## src/rtl/wb_scoreboard_arbiter_pkg.sv

```systemverilog
// Shared RV32 integer register-file types for the write-back arbiter.
// Address/data widths, the x0 index and the write-port bundle.
package wb_scoreboard_arbiter_pkg;

  localparam int REG_ADDR_W = 5;
  localparam int XLEN       = 32;
  localparam int NUM_REGS   = 32;

  typedef logic [REG_ADDR_W-1:0] reg_addr_t;
  typedef logic [XLEN-1:0]       xlen_t;
  typedef logic [NUM_REGS-1:0]   reg_vec_t;

  localparam reg_addr_t X0 = '0;

  typedef struct packed {
    logic      we;
    reg_addr_t addr;
    xlen_t     data;
  } wb_req_t;

  typedef enum logic [1:0] {
    SRC_NONE,
    SRC_PIPE,
    SRC_LONG
  } wb_src_t;

  // x0 maps to an all-zero mask so it can never be marked busy.
  function automatic reg_vec_t reg_onehot(input reg_addr_t a);
    reg_vec_t v;
    v = '0;
    if (a != X0) v[a] = 1'b1;
    return v;
  endfunction

endpackage

```

## src/rtl/wb_scoreboard_arbiter_scoreboard_bits.sv

```systemverilog
// Busy bit per integer register plus the outstanding long-op counter.
// Set beats clear on the same register; the counter saturates at zero.
module wb_scoreboard_arbiter_scoreboard_bits
  import wb_scoreboard_arbiter_pkg::*;
#(
  parameter int MAX_LONG = 2,
  parameter int CNT_W    = 3
) (
  input  logic      clk,
  input  logic      rst,
  input  logic      set_req,
  input  reg_addr_t set_idx,
  input  logic      clr_en,
  input  reg_addr_t clr_idx,
  output reg_vec_t  busy,
  output logic      full,
  output logic      underflow
);

  logic [CNT_W-1:0] count;
  logic [CNT_W-1:0] count_next;
  reg_vec_t         busy_next;
  reg_vec_t         set_mask;
  reg_vec_t         clr_mask;
  logic             set_en;

  assign full   = (count == CNT_W'(MAX_LONG));
  assign set_en = set_req & ~full;

  assign underflow = clr_en & ~set_en
                   & (count == '0);

  always_comb begin
    set_mask = '0;
    clr_mask = '0;
    if (set_en) set_mask = reg_onehot(set_idx);
    if (clr_en) clr_mask = reg_onehot(clr_idx);
    busy_next     = (busy & ~clr_mask) | set_mask;
    busy_next[X0] = 1'b0;
  end

  always_comb begin
    count_next = count;
    unique case (1'b1)
      set_en & ~clr_en:
        count_next = count + 1'b1;
      clr_en & ~set_en & (count != '0):
        count_next = count - 1'b1;
      default: ;
    endcase
  end

  always_ff @(posedge clk or negedge rst) begin
    if (!rst) begin
      busy  <= '0;
      count <= '0;
    end else begin
      busy  <= busy_next;
      count <= count_next;
    end
  end

endmodule

```

## src/rtl/wb_scoreboard_arbiter.sv

```systemverilog
// Register-file write master: pipeline-over-M-unit arbitration,
// busy scoreboard for long-latency destinations and issue hazards.
module wb_scoreboard_arbiter
  import wb_scoreboard_arbiter_pkg::*;
#(
  parameter int MAX_LONG = 2,
  parameter int CNT_W    = 3
) (
  input  logic                  clk,
  input  logic                  rst,
  input  logic                  pipe_valid,
  input  logic [REG_ADDR_W-1:0] pipe_rd,
  input  logic [XLEN-1:0]       pipe_data,
  input  logic                  long_valid,
  output logic                  long_ready,
  input  logic [REG_ADDR_W-1:0] long_rd,
  input  logic [XLEN-1:0]       long_data,
  input  logic                  issue_valid,
  input  logic                  issue_long,
  input  logic [REG_ADDR_W-1:0] issue_rd,
  input  logic [REG_ADDR_W-1:0] chk_rs1,
  input  logic [REG_ADDR_W-1:0] chk_rs2,
  input  logic [REG_ADDR_W-1:0] chk_rd,
  output logic                  hazard,
  output logic                  long_full,
  output logic                  wb_we,
  output logic [REG_ADDR_W-1:0] wb_addr,
  output logic [XLEN-1:0]       wb_data,
  output logic [NUM_REGS-1:0]   busy_vec,
  output logic                  err_waw
);

  wb_src_t src;
  wb_req_t wb_q;
  wb_req_t wb_next;
  logic    long_fire;
  logic    underflow;
  logic    pipe_waw;
  logic    long_stray;
  logic    sb_hit;
  logic    wb_hit;

  assign long_ready = ~pipe_valid;
  assign long_fire  = long_valid & long_ready;

  always_comb begin
    src = SRC_NONE;
    unique case (1'b1)
      pipe_valid: src = SRC_PIPE;
      long_fire:  src = SRC_LONG;
      default:    src = SRC_NONE;
    endcase
  end

  // Address/data hold when idle; only the enable drops.
  always_comb begin
    wb_next    = wb_q;
    wb_next.we = 1'b0;
    unique case (src)
      SRC_PIPE: begin
        wb_next.we   = (pipe_rd != X0);
        wb_next.addr = pipe_rd;
        wb_next.data = pipe_data;
      end
      SRC_LONG: begin
        wb_next.we   = (long_rd != X0);
        wb_next.addr = long_rd;
        wb_next.data = long_data;
      end
      default: ;
    endcase
  end

  always_ff @(posedge clk or negedge rst) begin
    if (!rst) wb_q <= '0;
    else      wb_q <= wb_next;
  end

  assign wb_we   = wb_q.we;
  assign wb_addr = wb_q.addr;
  assign wb_data = wb_q.data;

  wb_scoreboard_arbiter_scoreboard_bits #(
    .MAX_LONG (MAX_LONG),
    .CNT_W    (CNT_W)
  ) u_sb (
    .clk       (clk),
    .rst       (rst),
    .set_req   (issue_valid & issue_long),
    .set_idx   (issue_rd),
    .clr_en    (long_fire),
    .clr_idx   (long_rd),
    .busy      (busy_vec),
    .full      (long_full),
    .underflow (underflow)
  );

  assign pipe_waw = pipe_valid
                  & (pipe_rd != X0)
                  & busy_vec[pipe_rd];

  assign long_stray = long_fire
                    & (long_rd != X0)
                    & ~busy_vec[long_rd];

  always_ff @(posedge clk or negedge rst) begin
    if (!rst) err_waw <= 1'b0;
    else if (pipe_waw | long_stray | underflow)
      err_waw <= 1'b1;
  end

  // busy_vec[x0] is held at 0, so x0 queries never hit here.
  assign sb_hit = busy_vec[chk_rs1]
                | busy_vec[chk_rs2]
                | busy_vec[chk_rd];

  // Write is in flight to the array and not yet readable.
  assign wb_hit = wb_q.we & (
      ((chk_rs1 != X0) & (chk_rs1 == wb_q.addr))
    | ((chk_rs2 != X0) & (chk_rs2 == wb_q.addr)));

  assign hazard = sb_hit | wb_hit;

endmodule

```

## config.mk

```make
export PLATFORM = sky130hd
export DESIGN_NAME = wb_scoreboard_arbiter
export DESIGN_NICKNAME = d
export VERILOG_FILES = /design/src/rtl/wb_scoreboard_arbiter_pkg.sv /design/src/rtl/wb_scoreboard_arbiter_scoreboard_bits.sv /design/src/rtl/wb_scoreboard_arbiter.sv
export SDC_FILE = /design/constraint.sdc
export NUM_CORES = 1
export LEC_CHECK = 0
export CAP_MARGIN = 20
export CORE_AREA = 4 4 107 109
export CTS_BUF_LIST = sky130_fd_sc_hd__clkbuf_4 sky130_fd_sc_hd__clkbuf_8
export CTS_CLUSTER_DIAMETER = 80
export DETAILED_ROUTE_END_ITERATION = 10
export DIE_AREA = 0 0 111 113
export GPL_TIMING_DRIVEN = 0
export HOLD_SLACK_MARGIN = 0.06
export PLACE_DENSITY = 0.81
export SYNTH_ARGS = -nofsm -noshare
export SYNTH_HDL_FRONTEND = slang
export SYNTH_SLANG_ARGS = --single-unit
```

## constraint.sdc

```tcl
create_clock -name clk -period 2.3 [get_ports clk]
set_clock_uncertainty 0.05 [all_clocks]
set_input_delay 0.23 -clock clk [delete_from_list [all_inputs] [get_ports clk]]
set_output_delay 0.23 -clock clk [all_outputs]
set_load 0.005 [all_outputs]
```

==> metrics.cfg <==
[finish]
stdcell_count = 783
syn_to_final_growth_pct = 43.3
fillers = 846
design_area_sq_um = 6890
drive_above_1_share = 0.142
final_net_count = 739
n_antenna_cell = 0
final_util = 0.650

[die]
core_area_sq_um = 10600
initial_core_util = 0.454
die_area_sq_um = 12500
die_w_microns = 111
rows = 38
die_h_microns = 113
ios = 174

[clock_network]
cts-root-buf = clkbuf_8
numCtsBuffers = 9
cts_tree = yes
clock-sinks = 73
clock_latency_ns = 0.35
path_clk_slew_ns = 0.08
htree_levels = 3
clock_path_buffers = 2

[synthesis]
synth_edf_count = 0
synth_compound_area_frac = 0.146
synth_cell_types = 49
synthXorXnorAreaFrac = 0.0182
syn_area_per_cell_sq_um = 10.5
synth_top_family_by_area = multiplexers
yosys.area_share.simple = 0.129
synthCells = 459
netlist_area_sq_um = 4810
synth_ff_type = dfrtp_1
yosysWarnings = 0
ys_ff_latch = 73
synth_mux_area_frac = 0.281
seq_area_frac_synth = 0.380
syn_nets = 560
synth-async-reset-ratio = 1.00
yosys.area_share.adder = 0.00416

[timing]
fin_crit_ns = 2.36
worst_slew_pin_slew_ns = 0.530
finalSetupViolations = 1
worst_slack_ns = -0.0568
whs_ns = 0.175
hold_violations = 0
slew_violations = 0
min_period_over_period = 1.02
relSlewSlack = 0.646
rsz0062_at_grt = true
max_freq_ghz = 0.424

[critical_path]
cp-end-kind = primary output
critical_path_class = register to primary output
setup.worst_path.start_class = register
crit_required_ns = 2.02
cp_max_fo = 3
arrival_ns = 2.08

[grt]
first_global_vias = 4951
grt_pass1_wl_microns = 26700
grt_max_degree = 58
gr-total-overflow = 0
antenna_found_initial = 0
track_usage = 0.266

[place]
port_buffers = 159
dpl-instance-area_sq_um = 6600
gp_congestion = 0.879
post-place-cells = 759
hpwl_microns = 12400

[detailed_routing]
met1_length_microns = 6590
drtAntennaViolNets = 0
wl_met3_microns = 1270
drt_iter0_drc = 477
wl_per_cell_microns = 21.6
wl_met2_microns = 8250
highest_layer = met4
post_drt_via_cell_ratio = 6.10
drc = 0
drt-total-wl_microns = 16900
via_count = 4774
drt-pass1-iter-count = 5

[run]
maxCapViolCount = 0

[status]
status = finished, violations left
violations = setup timing

[hold_path]
hold_path_class = input port to register

[power]
p_total_mw = 4.79
vdd_ir_drop_max_mv = 0.394
power.leakage_nw = 2.82
pwr_density_cell_nw_per_um2 = 694

[critical path, stage by stage (launching register included)]
cell and delay, ns:
dfrtp_2 0.43, buf_4 0.16, mux4_2 0.47, mux2i_1 0.15, o32ai_1 0.11, nor3_2 0.18
nand4_1 0.09, buf_2 0.14
[registers in the layout, summed over array words and instances (netlist names)]
name and count:
u_sb.count 3, wb_we 1, u_sb.busy 31, wb_addr 5, err_waw 1, wb_data 32
[power breakdown]
group	internal, mW	switching (mW)
Combinational	1.09	0.671
Clock	0.543	0.537
Sequential	1.53	0.417
[metal layers]
metal / vias up / global-route usage
met5: - / 0
met4: 0 / 0.126
met3: 72 / 0.0460
met2: 293 / 0.437
met1: 2321 / 0.344
li1: 2088 / -
[synth_stat cells (all sizes together) (5+ instances only)]
| cell | count | area (sq um) |
|---|---|---|
| nor2 | 10 | 37.5 |
| or3 | 5 | 31.3 |
| clkbuf | 12 | 45.0 |
| a21oi | 6 | 30.0 |
| xor2 | 6 | 52.6 |
| dfrtp | 73 | 1830 |
| buf | 21 | 128 |
| inv | 7 | 26.3 |
| nor2b | 6 | 37.5 |
| nand2 | 50 | 188 |
| mux4 | 34 | 807 |
| nor3 | 7 | 40.0 |
| nand3b | 9 | 67.6 |
| nand3 | 7 | 35.0 |
| mux2i | 52 | 521 |
| o21ai | 102 | 510 |
[placed cells by master (no fill, tap or decap), drive strengths merged, types with 3 or more instances in the layout]
master | Yosys | layout
a211oi | 4 | 4
a21oi | 6 | 6
a31oi | 4 | 4
buf | 21 | 31
clkbuf | 12 | 22
clkdlybuf4s50 | 0 | 157
dfrtp | 73 | 73
inv | 7 | 10
mux2i | 52 | 52
mux4 | 34 | 34
nand2 | 50 | 50
nand2b | 3 | 3
nand3 | 7 | 7
nand3b | 9 | 9
nand4 | 3 | 3
nand4b | 4 | 4
nor2 | 10 | 10
nor2b | 6 | 6
nor3 | 7 | 7
nor3b | 4 | 4
o21ai | 102 | 102
or3 | 5 | 5
or3b | 3 | 3
xnor2 | 4 | 4
xor2 | 6 | 6
[what timing repair did]
item                       CTS  global route
hold buffers                 1             0
gates resized for setup     15             2
pin swaps                    2             0
setup buffers                7             0
hold endpoints to repair    73             0
setup endpoints to repair    3             2
[metrics by stage]
step	TNS (ns)	setup slack, ns
after global routing	-0.162	-0.162
after detailed placement	-0.961	-0.452
after global placement	-116.96	-1.59
after floorplan	0	0.189
final	-0.0568	-0.0568
after CTS	-0.0560	-0.0560
[cell type report]
cell class / count / area [sq um] / share of cell area
sequential: 73 / 1840 / 0.266
timing repair buffer: 168 / 1670 / 0.243
tap: 140 / 175 / 0.0254
buffer: 33 / 178 / 0.0258
clock buffer: 10 / 138 / 0.0200
multi-input combinational: 346 / 2800 / 0.405
clock inverter: 6 / 71.3 / 0.0103
inverter: 7 / 26.3 / 0.00381
[path summary, 6_finish.rpt]
| kind | end | startpoint | cells after the start | slack, ns |
|---|---|---|---|---|
| max | hazard | u_sb.busy[11] | 7 | -0.06 |
| min | wb_addr[2] | pipe_rd[2] | 3 | 0.17 |
| max reg2reg | u_sb.count[2] | u_sb.count[2] | 8 | 0.14 |
| min reg2reg | u_sb.count[2] | u_sb.count[2] | 1 | 0.50 |
| max in group asynchronous | u_sb.busy[27] | rst | 3 | 1.37 |
| min in group asynchronous | wb_data[21] | rst | 2 | 0.25 |
[cells by family (layout without fill, tap and decap cells)]
group,after synthesis,after routing
AOI/OAI and AO/OA,128,128
and+or+nand+nor,118,118
muxes,88,88
DFF,73,73
buffers and inverters,40,224
other,1,1
xor gates and xnor gates,10,10
adders and majority gates,1,1
(Power assumes the default switching activity.)
